`src/rtl/spi_flash_pkg.sv`:
```
// Shared opcodes, FSM encoding and ID length for the SPI flash JEDEC-ID responder.
package spi_flash_pkg;

   localparam logic [7:0] OP_RDID = 8'h9F;
   localparam logic [7:0] OP_RDSR = 8'h05;   // reserved, not decoded yet

   localparam int ID_BITS = 24;

   typedef enum logic [2:0] {
      IDLE   = 3'd0,
      CMD    = 3'd1,
      RESP   = 3'd2,
      DONE   = 3'd3,
      IGNORE = 3'd4
   } state_t;

endpackage

```
`src/rtl/spi_edge_sync.sv`:
```
// Multi-flop synchroniser for one asynchronous SPI input, followed by an edge-detect flop
// that yields single-clk rise/fall pulses aligned with the synchronised level.
module spi_edge_sync #(
   parameter int   STAGES  = 2,
   parameter logic RST_VAL = 1'b0
) (
   input  logic clk,
   input  logic reset_n,
   input  logic din,
   output logic level,
   output logic rise,
   output logic fall
);

   logic [STAGES-1:0] sync_p0;
   logic              prev_p1;

   always_ff @(posedge clk or negedge reset_n) begin
      if (!reset_n) begin
         sync_p0 <= {STAGES{RST_VAL}};
         prev_p1 <= RST_VAL;
      end else begin
         sync_p0 <= {sync_p0[STAGES-2:0], din};
         prev_p1 <= sync_p0[STAGES-1];
      end
   end

   // stage boundary: synchronised level vs. one-clk-old copy
   assign level = sync_p0[STAGES-1];
   assign rise  = sync_p0[STAGES-1] & ~prev_p1;
   assign fall  = ~sync_p0[STAGES-1] & prev_p1;

endmodule

```
`src/rtl/spi_flash_id_responder.sv`:
```
// Serial-flash stand-in answering JEDEC RDID (9Fh) with a 24-bit ID on spi_miso.
// Optional build macro SPI_RESP_WRAP_EN: repeat the ID continuously instead of idling at 0.
module spi_flash_id_responder
   import spi_flash_pkg::*;
#(
   parameter logic [7:0] MANUF_ID    = 8'h20,
   parameter logic [7:0] MEM_TYPE    = 8'h20,
   parameter logic [7:0] MEM_CAP     = 8'h15,
   parameter int         SYNC_STAGES = 2
) (
   input  logic       clk,
   input  logic       reset_n,
   input  logic       spi_clk,
   input  logic       spi_mosi,
   input  logic       spi_cs_n,
   output logic       spi_miso,
   output logic       busy,
   output logic       cmd_valid,
   output logic [7:0] cmd_byte,
   output logic       id_sent,
   output logic       err_cmd
);

   localparam logic [ID_BITS-1:0] ID_WORD  = {MANUF_ID, MEM_TYPE, MEM_CAP};
   localparam logic [4:0]         LAST_BIT = 5'(ID_BITS - 1);
   localparam logic [4:0]         CNT_SAT  = 5'(ID_BITS);

   function automatic logic [4:0] sat_inc(input logic [4:0] cnt);
      return (cnt >= CNT_SAT) ? CNT_SAT : cnt + 5'd1;
   endfunction

   logic sclk_s, sclk_rise, sclk_fall;
   logic cs_s, cs_rise, cs_fall;
   logic [SYNC_STAGES-1:0] mosi_p0;
   logic mosi_s;

   spi_edge_sync #(.STAGES(SYNC_STAGES), .RST_VAL(1'b0)) u_sclk_sync (
      .clk(clk), .reset_n(reset_n), .din(spi_clk),
      .level(sclk_s), .rise(sclk_rise), .fall(sclk_fall)
   );

   spi_edge_sync #(.STAGES(SYNC_STAGES), .RST_VAL(1'b1)) u_cs_sync (
      .clk(clk), .reset_n(reset_n), .din(spi_cs_n),
      .level(cs_s), .rise(cs_rise), .fall(cs_fall)
   );

   // mosi only needs the level, delayed to line up with the spi_clk edge pulses
   always_ff @(posedge clk or negedge reset_n) begin
      if (!reset_n) mosi_p0 <= '0;
      else          mosi_p0 <= {mosi_p0[SYNC_STAGES-2:0], spi_mosi};
   end
   assign mosi_s = mosi_p0[SYNC_STAGES-1];

   state_t             state_q, state_nxt;
   logic [4:0]         bit_cnt_q, bit_cnt_nxt;
   logic [7:0]         sh_q, sh_nxt, sh_shift;
   logic [ID_BITS-1:0] id_sr_q, id_sr_nxt;
   logic [7:0]         cmd_byte_q, cmd_byte_nxt;
   logic               miso_q, miso_nxt;
   logic               cmd_valid_q, cmd_valid_nxt;
   logic               id_sent_q, id_sent_nxt;
   logic               err_q, err_nxt;
   logic               armed_q;
   logic [SYNC_STAGES:0] warm_q;

   assign sh_shift = {sh_q[6:0], mosi_s};

   // A frame may only start once the bus has been seen idle after reset, so a reset
   // in the middle of a frame does not turn the still-low cs_n into a fake start.
   always_ff @(posedge clk or negedge reset_n) begin
      if (!reset_n) begin
         state_q     <= IDLE;
         bit_cnt_q   <= '0;
         sh_q        <= '0;
         id_sr_q     <= '0;
         cmd_byte_q  <= '0;
         miso_q      <= 1'b0;
         cmd_valid_q <= 1'b0;
         id_sent_q   <= 1'b0;
         err_q       <= 1'b0;
         armed_q     <= 1'b0;
         warm_q      <= '0;
      end else begin
         state_q     <= state_nxt;
         bit_cnt_q   <= bit_cnt_nxt;
         sh_q        <= sh_nxt;
         id_sr_q     <= id_sr_nxt;
         cmd_byte_q  <= cmd_byte_nxt;
         miso_q      <= miso_nxt;
         cmd_valid_q <= cmd_valid_nxt;
         id_sent_q   <= id_sent_nxt;
         err_q       <= err_nxt;
         warm_q      <= {warm_q[SYNC_STAGES-1:0], 1'b1};
         armed_q     <= armed_q | cs_rise | (warm_q[SYNC_STAGES] & cs_s & ~sclk_s);
      end
   end

   always_comb begin
      state_nxt = state_q;
      if (cs_s) begin
         state_nxt = IDLE;
      end else begin
         case (state_q)
            IDLE: if (cs_fall && armed_q) state_nxt = CMD;
            CMD: begin
               if (sclk_rise && bit_cnt_q == 5'd7)
                  state_nxt = (sh_shift == OP_RDID) ? RESP : IGNORE;
            end
            RESP: begin
`ifdef SPI_RESP_WRAP_EN
               state_nxt = RESP;
`else
               if (sclk_rise && bit_cnt_q == LAST_BIT) state_nxt = DONE;
`endif
            end
            default: state_nxt = state_q;
         endcase
      end
   end

   // In RESP bit_cnt counts rising edges already sampled by the master; the falling
   // edge right after the load must not shift, or the MSB would never be seen.
   always_comb begin
      bit_cnt_nxt   = bit_cnt_q;
      sh_nxt        = sh_q;
      id_sr_nxt     = id_sr_q;
      cmd_byte_nxt  = cmd_byte_q;
      miso_nxt      = miso_q;
      cmd_valid_nxt = 1'b0;
      id_sent_nxt   = 1'b0;
      err_nxt       = err_q;
      if (cs_s) begin
         bit_cnt_nxt = '0;
         sh_nxt      = '0;
         id_sr_nxt   = '0;
         miso_nxt    = 1'b0;
      end else begin
         case (state_q)
            IDLE: begin
               if (cs_fall && armed_q) begin
                  bit_cnt_nxt = '0;
                  sh_nxt      = '0;
                  err_nxt     = 1'b0;
               end
            end
            CMD: begin
               if (sclk_rise) begin
                  sh_nxt      = sh_shift;
                  bit_cnt_nxt = sat_inc(bit_cnt_q);
                  if (bit_cnt_q == 5'd7) begin
                     cmd_valid_nxt = 1'b1;
                     cmd_byte_nxt  = sh_shift;
                     bit_cnt_nxt   = '0;
                     if (sh_shift == OP_RDID) begin
                        id_sr_nxt = ID_WORD;
                        miso_nxt  = ID_WORD[ID_BITS-1];
                     end else begin
                        err_nxt = 1'b1;
                     end
                  end
               end
            end
            RESP: begin
               if (sclk_rise) begin
                  if (bit_cnt_q == LAST_BIT) begin
                     id_sent_nxt = 1'b1;
`ifdef SPI_RESP_WRAP_EN
                     bit_cnt_nxt = '0;
                     id_sr_nxt   = ID_WORD;
                     miso_nxt    = ID_WORD[ID_BITS-1];
`else
                     bit_cnt_nxt = CNT_SAT;
                     id_sr_nxt   = '0;
                     miso_nxt    = 1'b0;
`endif
                  end else begin
                     bit_cnt_nxt = sat_inc(bit_cnt_q);
                  end
               end else if (sclk_fall && bit_cnt_q != 5'd0) begin
                  id_sr_nxt = {id_sr_q[ID_BITS-2:0], 1'b0};
                  miso_nxt  = id_sr_q[ID_BITS-2];
               end
            end
            default: miso_nxt = 1'b0;
         endcase
      end
   end

   assign spi_miso  = miso_q;
   assign busy      = (state_q != IDLE);
   assign cmd_valid = cmd_valid_q;
   assign cmd_byte  = cmd_byte_q;
   assign id_sent   = id_sent_q;
   assign err_cmd   = err_q;

endmodule

```
`config.mk`:
```
export PLATFORM = sky130hd
export DESIGN_NAME = spi_flash_id_responder
export DESIGN_NICKNAME = d
export VERILOG_FILES = /design/src/rtl/spi_flash_pkg.sv /design/src/rtl/spi_edge_sync.sv /design/src/rtl/spi_flash_id_responder.sv
export SDC_FILE = /design/constraint.sdc
export NUM_CORES = 1
export LEC_CHECK = 0
export BUFFER_PORTS_ARGS = -buffer_cell sky130_fd_sc_hd__buf_2
export CAP_MARGIN = 20
export CORE_MARGIN = 4
export CORE_UTILIZATION = 50
export CTS_CLUSTER_SIZE = 30
export DETAILED_ROUTE_END_ITERATION = 8
export GPL_ROUTABILITY_DRIVEN = 0
export PLACE_DENSITY = 0.7
export SLEW_MARGIN = 20
export SYNTH_ARGS = -nofsm -noshare
export SYNTH_HDL_FRONTEND = slang
export SYNTH_SLANG_ARGS = --single-unit
export TNS_END_PERCENT = 1
```
`constraint.sdc`:
```
create_clock -name clk -period 4.36 [get_ports clk]
set_clock_uncertainty 0.1 [all_clocks]
set_input_delay 0.654 -clock clk [delete_from_list [all_inputs] [get_ports clk]]
set_output_delay 0.654 -clock clk [all_outputs]
set_load 0.02 [all_outputs]
```
==> results of run 1 <==
==> through the flow <==
stage / hold WS [ns] / cells / power [mW] / cell area (um2) / utilization
final: 0.193 / 317 / 1.69 / 3150 / 0.598
after CTS: 0.203 / 317 / 1.71 / 3150 / 0.598
after global placement: 0.232 / 302 / 1.07 / 2900 / 0.549
after detailed placement: 0.239 / 302 / 1.07 / 2900 / 0.549
after floorplan: 0.231 / 226 / 1.02 / 2800 / -
after global routing: 0.222 / 317 / 1.79 / 3150 / 0.598
==> worst max path at each step <==
stage | to | slack [ns] | cells past startpoint
final | state_q[0]$_DFFE_PN0P_ | 2.01 | 5
after global routing | id_sr_q[6]$_DFFE_PN0P_ | 1.81 | 5
after CTS | id_sr_q[8]$_DFFE_PN0P_ | 2.00 | 5
after detailed placement | id_sr_q[8]$_DFFE_PN0P_ | 2.01 | 5
after global placement | id_sr_q[8]$_DFFE_PN0P_ | 2.05 | 5
after floorplan | state_q[0]$_DFFE_PN0P_ | 2.32 | 5
==> cells by family (layout without fill, tap and decap cells) <==
group / count (synthesis) / count (layout)
flip-flops: 62 / 62
adder cells (fa/ha/maj): 2 / 2
AO/OA/AOI/OAI: 64 / 64
buffers and inverters: 26 / 47
AND/OR/NAND/NOR: 51 / 51
multiplexers: 19 / 19
other: 1 / 1
XOR/XNOR: 1 / 1
==> layer usage <==
metal  GRT usage  up-vias
met1       0.219      908
met5           0        -
met4      0.0669        0
li1            -      863
met3      0.0455        7
met2       0.217       29
==> synth_stat cells, types with 2 or more instances <==
library cell,number
buf_4,2
nand3_1,7
nand4_1,2
nor3_4,2
a31oi_1,2
nor4b_4,2
nand2b_1,3
buf_2,3
ha_1,2
a22o_1,19
a31o_2,3
and3_1,2
nor2_1,5
buf_6,4
mux2i_1,8
nand2_1,15
a21oi_1,13
o21ai_0,2
nor3_1,4
mux2_2,10
inv_1,14
o2bb2ai_1,6
clkbuf_1,3
a21o_1,4
dfrtp_1,59
dfstp_2,3
==> critical path, stage by stage, from the launching register on <==
cell and delay [ns]:
dfrtp_1 0.49, ha_1 0.39, nand4b_2 0.26, o31ai_4 0.39, and3_1 0.26, mux2_2 0.33
==> final cells by class <==
class	count	area, um2
Fill cell	446	2120
Inverter	14	52.6
Timing Repair Buffer	18	92.6
Tap cell	70	87.6
Clock buffer	12	165
Multi-Input combinational cell	138	1110
Sequential cell	62	1560
Clock inverter	3	90.1
==> power groups by stage <==
| stage | Clock, mW | Combinational (mW) | Sequential (mW) |
|---|---|---|---|
| global placement | 0 | 0.373 | 0.693 |
| finish | 0.633 | 0.374 | 0.686 |
| detailed placement | 0 | 0.376 | 0.695 |
| CTS | 0.646 | 0.378 | 0.686 |
| floorplan | 0 | 0.371 | 0.653 |
| global route | 0.678 | 0.421 | 0.696 |
==> state kept, by name, indices dropped and copies added, names as in the netlist <==
name                 flops
spi_miso                 1
u_cs_sync.sync_p0        2
state_q                  3
cmd_valid                1
err_cmd                  1
id_sr_q                 23
mosi_p0                  2
sh_q                     7
bit_cnt_q                5
u_cs_sync.prev_p1        1
armed_q                  1
id_sent                  1
warm_q                   3
u_sclk_sync.sync_p0      2
cmd_byte                 8
u_sclk_sync.prev_p1      1
==> impl_metrics.json, run 1 <==
{
  "coreArea_um2": 5270,
  "layout_commonest_cell": "dfrtp_1",
  "r2r-end": "state_q[0]$_DFFE_PN0P_",
  "synthTopCellsByArea": "dfrtp_1 (53%), a22o_1 (5.9%), mux2_2 (4.0%)",
  "io_buffers": 17,
  "drive_gt1_frac": 0.247,
  "power.leakage_nw": 1.51,
  "synthCells": 226,
  "synth_top_family_by_area": "compound AO/OA/AOI/OAI gates",
  "highest_layer": "met4",
  "die_x_um": 82.9,
  "start_util": 0.532,
  "cts.path.max_buffers": 2,
  "finalSetupTns_ns": 0,
  "period_needed_ns": 2.35,
  "cts_buffers": 9,
  "ff2ff_path_depth": 5,
  "required_ns": 4.48,
  "grt_start_max_net_pins": 37,
  "clkSinkCount": 62,
  "cts_hold_buf": 0,
  "grt_pass1_wl_um": 8380,
  "clkPwrFrac": 0.374,
  "synth_area_per_cell_um2": 12.4,
  "routed_wl_um": 4820,
  "diodes": 0,
  "pwr-share-seq": 0.405,
  "ys_types": 53,
  "synth_mux_area_frac": 0.0728,
  "root_buffer": "clkbuf_8",
  "finalWorstSetupSlack_ns": 2.01,
  "outcome": "completed",
  "area_growth_pct": 12.5,
  "syn_area_um2": 2800,
  "drtIter0Drc": 114,
  "final_max_slew_viol_count": 0,
  "fp.dieH_um": 82.9,
  "synth_top_area_share": 0.527,
  "drt-pass1-iter-count": 4,
  "yosys.area_share.adder": 0.00893,
  "r2r_slack_ns": 2.01,
  "worstReg2RegStart": "bit_cnt_q[1]$_DFFE_PN0P_",
  "grt_overflow": 0,
  "post_cts_resized": 0,
  "grt_pass1_vias": 1689,
  "insertion_delay_ns": 0.33,
  "p_sw_mw": 0.499,
  "ys.flop_type": "dfrtp_1",
  "vias": 1807,
  "worst_pin_slew_ns": 0.711,
  "synth_xor_area_frac": 0.00313,
  "track_usage": 0.154,
  "htree_levels": 3,
  "hp-class": "input port to async pin",
  "async_flop_share": 1.00,
  "clk_pin_slew_worst_paths_ns": 0.07,
  "antenna_left": 0,
  "grt_antenna_before_repair": 0,
  "final_nets": 250,
  "wl_met2_um": 2200,
  "power.share.switching": 0.295,
  "setup_viol": 0,
  "pre_cts_ws_ns": 2.01,
  "io_pins": 18,
  "ys_seq_area_frac": 0.555,
  "rsz0062_at_grt": "false",
  "ys_seq_elements": 62,
  "powerDensity_nw_per_um2": 537,
  "cp_max_fo": 8,
  "routedLengthMet1_um": 2330,
  "layout_common_cells": "dfrtp_1 (59), a22o_1 (19), buf_2 (17), nand2_1 (15), inv_1 (14)",
  "syn-num-nets": 233,
  "crit_start": "bit_cnt_q[1]$_DFFE_PN0P_",
  "num_rows": 26,
  "max_freq_mhz": 426,
  "worst_slew_margin_rel": 0.524,
  "synth-simple-area-share": 0.125,
  "dr_wl_met3_um": 206,
  "cp-end-kind": "flop",
  "avgViaCountPerCell": 5.70,
  "cp-start-kind": "flop",
  "cellInternalPower_mw": 1.19,
  "cts_tree": "done",
  "drcViolationCount": 0,
  "max-cap-violations": 0,
  "synth-compound-area-share": 0.184,
  "post-dp-hpwl_um": 3220,
  "final_hold_viol_count": 0,
  "combinationalPowerShare": 0.221,
  "dieArea_um2": 6860,
  "wl_per_cell_um": 15.2,
  "worst-setup-path-type": "flop to flop",
  "post_cts_buffers": 0,
  "synth_top_cell_by_area": "dfrtp_1",
  "synth_edf_count": 0,
  "fin_crit_sh": 0.539,
  "yosysWarningCount": 0,
  "cp.arrival_ns": 2.47,
  "ir_drop_mv": 0.348
}
Note: power is estimated with default switching activity, not from simulation.
==> inputs of run 2 (changes only) <==
Settings changed: PLACE_DENSITY 0.7 to 0.72.
Clock period 4.36 ns to 1.9 ns, I/O delays scaled along.
==> run 2 against run 1 <==
The run now ends with negative setup slack left. Largest power group unchanged. Count of clock-buffer cells in the layout increased by 1. Wire length rose by 26%. Highest routed layer unchanged. Maximum frequency up 19%. Sequential share of layout area shrank 6.3 points. Design area is 15% higher. Power grew 140%. Critical path depth did not move. Worst setup slack got worse by 2.1 ns. Combinational power grew to 3.8 times the previous value. Hold slack improved by 0.055 ns. Cell count up 16%.
==> impl_metrics.json, run 2 (synthesis gave the netlist of run 1 again) <==
{
  "ff_latch_area_um2": 1560,
  "antenna_left": 0,
  "grt_start_max_net_pins": 63,
  "grt_pass1_vias": 1921,
  "cp.arrival_ns": 2.08,
  "cts_tree": "done",
  "start_util": 0.532,
  "largest_register_ffs": 23,
  "fin_crit_sh": 1.04,
  "root_buffer": "clkbuf_8",
  "rsz0062_at_grt": "true",
  "finalWorstSetupSlack_ns": -0.0683,
  "grt_pass1_wl_um": 9430,
  "cp_max_fo": 6,
  "insertion_delay_ns": 0.34,
  "powerDensity_nw_per_um2": 1140,
  "io_pins": 18,
  "cts_buffers": 9,
  "max_freq_mhz": 508,
  "power_mw": 4.13,
  "required_ns": 2.01,
  "dieArea_um2": 6860,
  "htree_levels": 3,
  "die_x_um": 82.9,
  "cts.path.max_buffers": 2,
  "outcome": "finished, violations left",
  "drive_gt1_frac": 0.397,
  "cp-start-kind": "flop",
  "cp-end-kind": "flop",
  "track_usage": 0.172,
  "final_hold_viol_count": 0,
  "drt-pass1-iter-count": 4,
  "fin_util": 0.689,
  "period_needed_ns": 1.97,
  "whs_ns": 0.247,
  "pre_cts_ws_ns": -0.0562,
  "clk_pin_slew_worst_paths_ns": 0.06,
  "wl_per_cell_um": 16.6,
  "setup_viol": 13,
  "fp.dieH_um": 82.9,
  "final_nets": 299,
  "diodes": 0,
  "final_cell_count_no_fill": 367,
  "num_rows": 26,
  "max-cap-violations": 0,
  "hp-class": "flop to flop",
  "area_growth_pct": 29.5,
  "avgViaCountPerCell": 5.51,
  "r2r_slack_ns": -0.07,
  "layout_common_cells": "dfrtp_1 (53), buf_4 (39), a22o_1 (19), buf_2 (17)",
  "ir_drop_mv": 0.784,
  "io_buffers": 17,
  "drtIter0Drc": 80,
  "power.leakage_nw": 1.72,
  "layout_commonest_cell": "dfrtp_1",
  "post-dp-hpwl_um": 3750,
  "final_max_slew_viol_count": 0,
  "routed_wl_um": 6090,
  "clkSinkCount": 62,
  "nFillCells": 381,
  "coreArea_um2": 5270,
  "violations": "negative setup slack",
  "grt_antenna_before_repair": 0,
  "multiInputGateArea_um2": 1250,
  "top_register": "id_sr_q",
  "grt_overflow": 0,
  "worst-setup-path-type": "flop to flop",
  "vias": 2023,
  "dp_cells": 336,
  "drcViolationCount": 0
}
==> run 2: cell count changes in the layout (fill, tap and decap cells not counted), moves of 2 or more <==
cell           delta
buf_12            +2
buf_4            +38
bufinv_16         -2
clkbuf_1          +2
dfrtp_1           -6
dfrtp_2           +6
dlygate4sd3_1     +4
nand2_2           +2
o211ai_4          +3
==> run 2: metrics by stage <==
stage	area, um2	setup TNS [ns]
CTS	3460	0
global placement	3200	-0.709
global route	3630	-0.958
finish	3630	-0.271
detailed placement	3200	-1.07
floorplan	2830	-0.0112
==> run 2: what timing repair did <==
item                                    4_1_cts  5_1_grt
pin swaps                                    12        8
hold buffers                                  4        0
hold endpoints to repair                     62        0
gates cloned                                  0        4
resized for setup                             6       13
buffers inserted                              0        7
endpoints found under the setup margin       31       33
==> run 2: final timing paths <==
| check | end | from | cells after the start |
|---|---|---|---|
| min in group asynchronous | cmd_valid$_DFF_PN0_ | reset_n | 3 |
| setup / recovery | id_sr_q[12]$_DFFE_PN0P_ | state_q[1]$_DFFE_PN0P_ | 5 |
| max in group asynchronous | u_cs_sync.prev_p1$_DFF_PN1_ | reset_n | 3 |
| setup reg to reg | id_sr_q[12]$_DFFE_PN0P_ | state_q[1]$_DFFE_PN0P_ | 5 |
| hold / removal | warm_q[1]$_DFF_PN0_ | warm_q[0]$_DFF_PN0_ | 0 |
| hold reg to reg | warm_q[1]$_DFF_PN0_ | warm_q[0]$_DFF_PN0_ | 0 |
==> run 2: worst max-delay path: stages, from the launching register on <==
cell and delay, ns:
dfrtp_2 0.45, or3b_4 0.45, nor3_4 0.27, buf_4 0.19, o211ai_4 0.13, a22o_1 0.26
==> run 2: cell type report <==
| class | instances | share of cell area |
|---|---|---|
| sequential | 62 | 0.431 |
| multi-input combinational | 142 | 0.346 |
| timing repair buffer | 63 | 0.129 |
| clock buffer | 13 | 0.0438 |
| tap | 70 | 0.0241 |
| inverter | 14 | 0.0145 |
| clock inverter | 3 | 0.0117 |
==> run 2: per-layer routing <==
| metal | vias to the layer above | GRT usage | wire, um |
|---|---|---|---|
| li1 | 975 | - | - |
| met1 | 1014 | 0.243 | 2920 |
| met2 | 30 | 0.249 | 2900 |
| met3 | 4 | 0.0594 | 235 |
| met4 | 0 | 0.0579 | 34 |
| met5 | - | 0 | 0 |
==> run 2: power by group <==
group / internal (mW) / switching (mW) / total, mW
Clock: 0.676 / 0.489 / 1.17
Sequential: 1.43 / 0.120 / 1.55
Combinational: 0.659 / 0.749 / 1.41
Total: 2.77 / 1.36 / 4.13
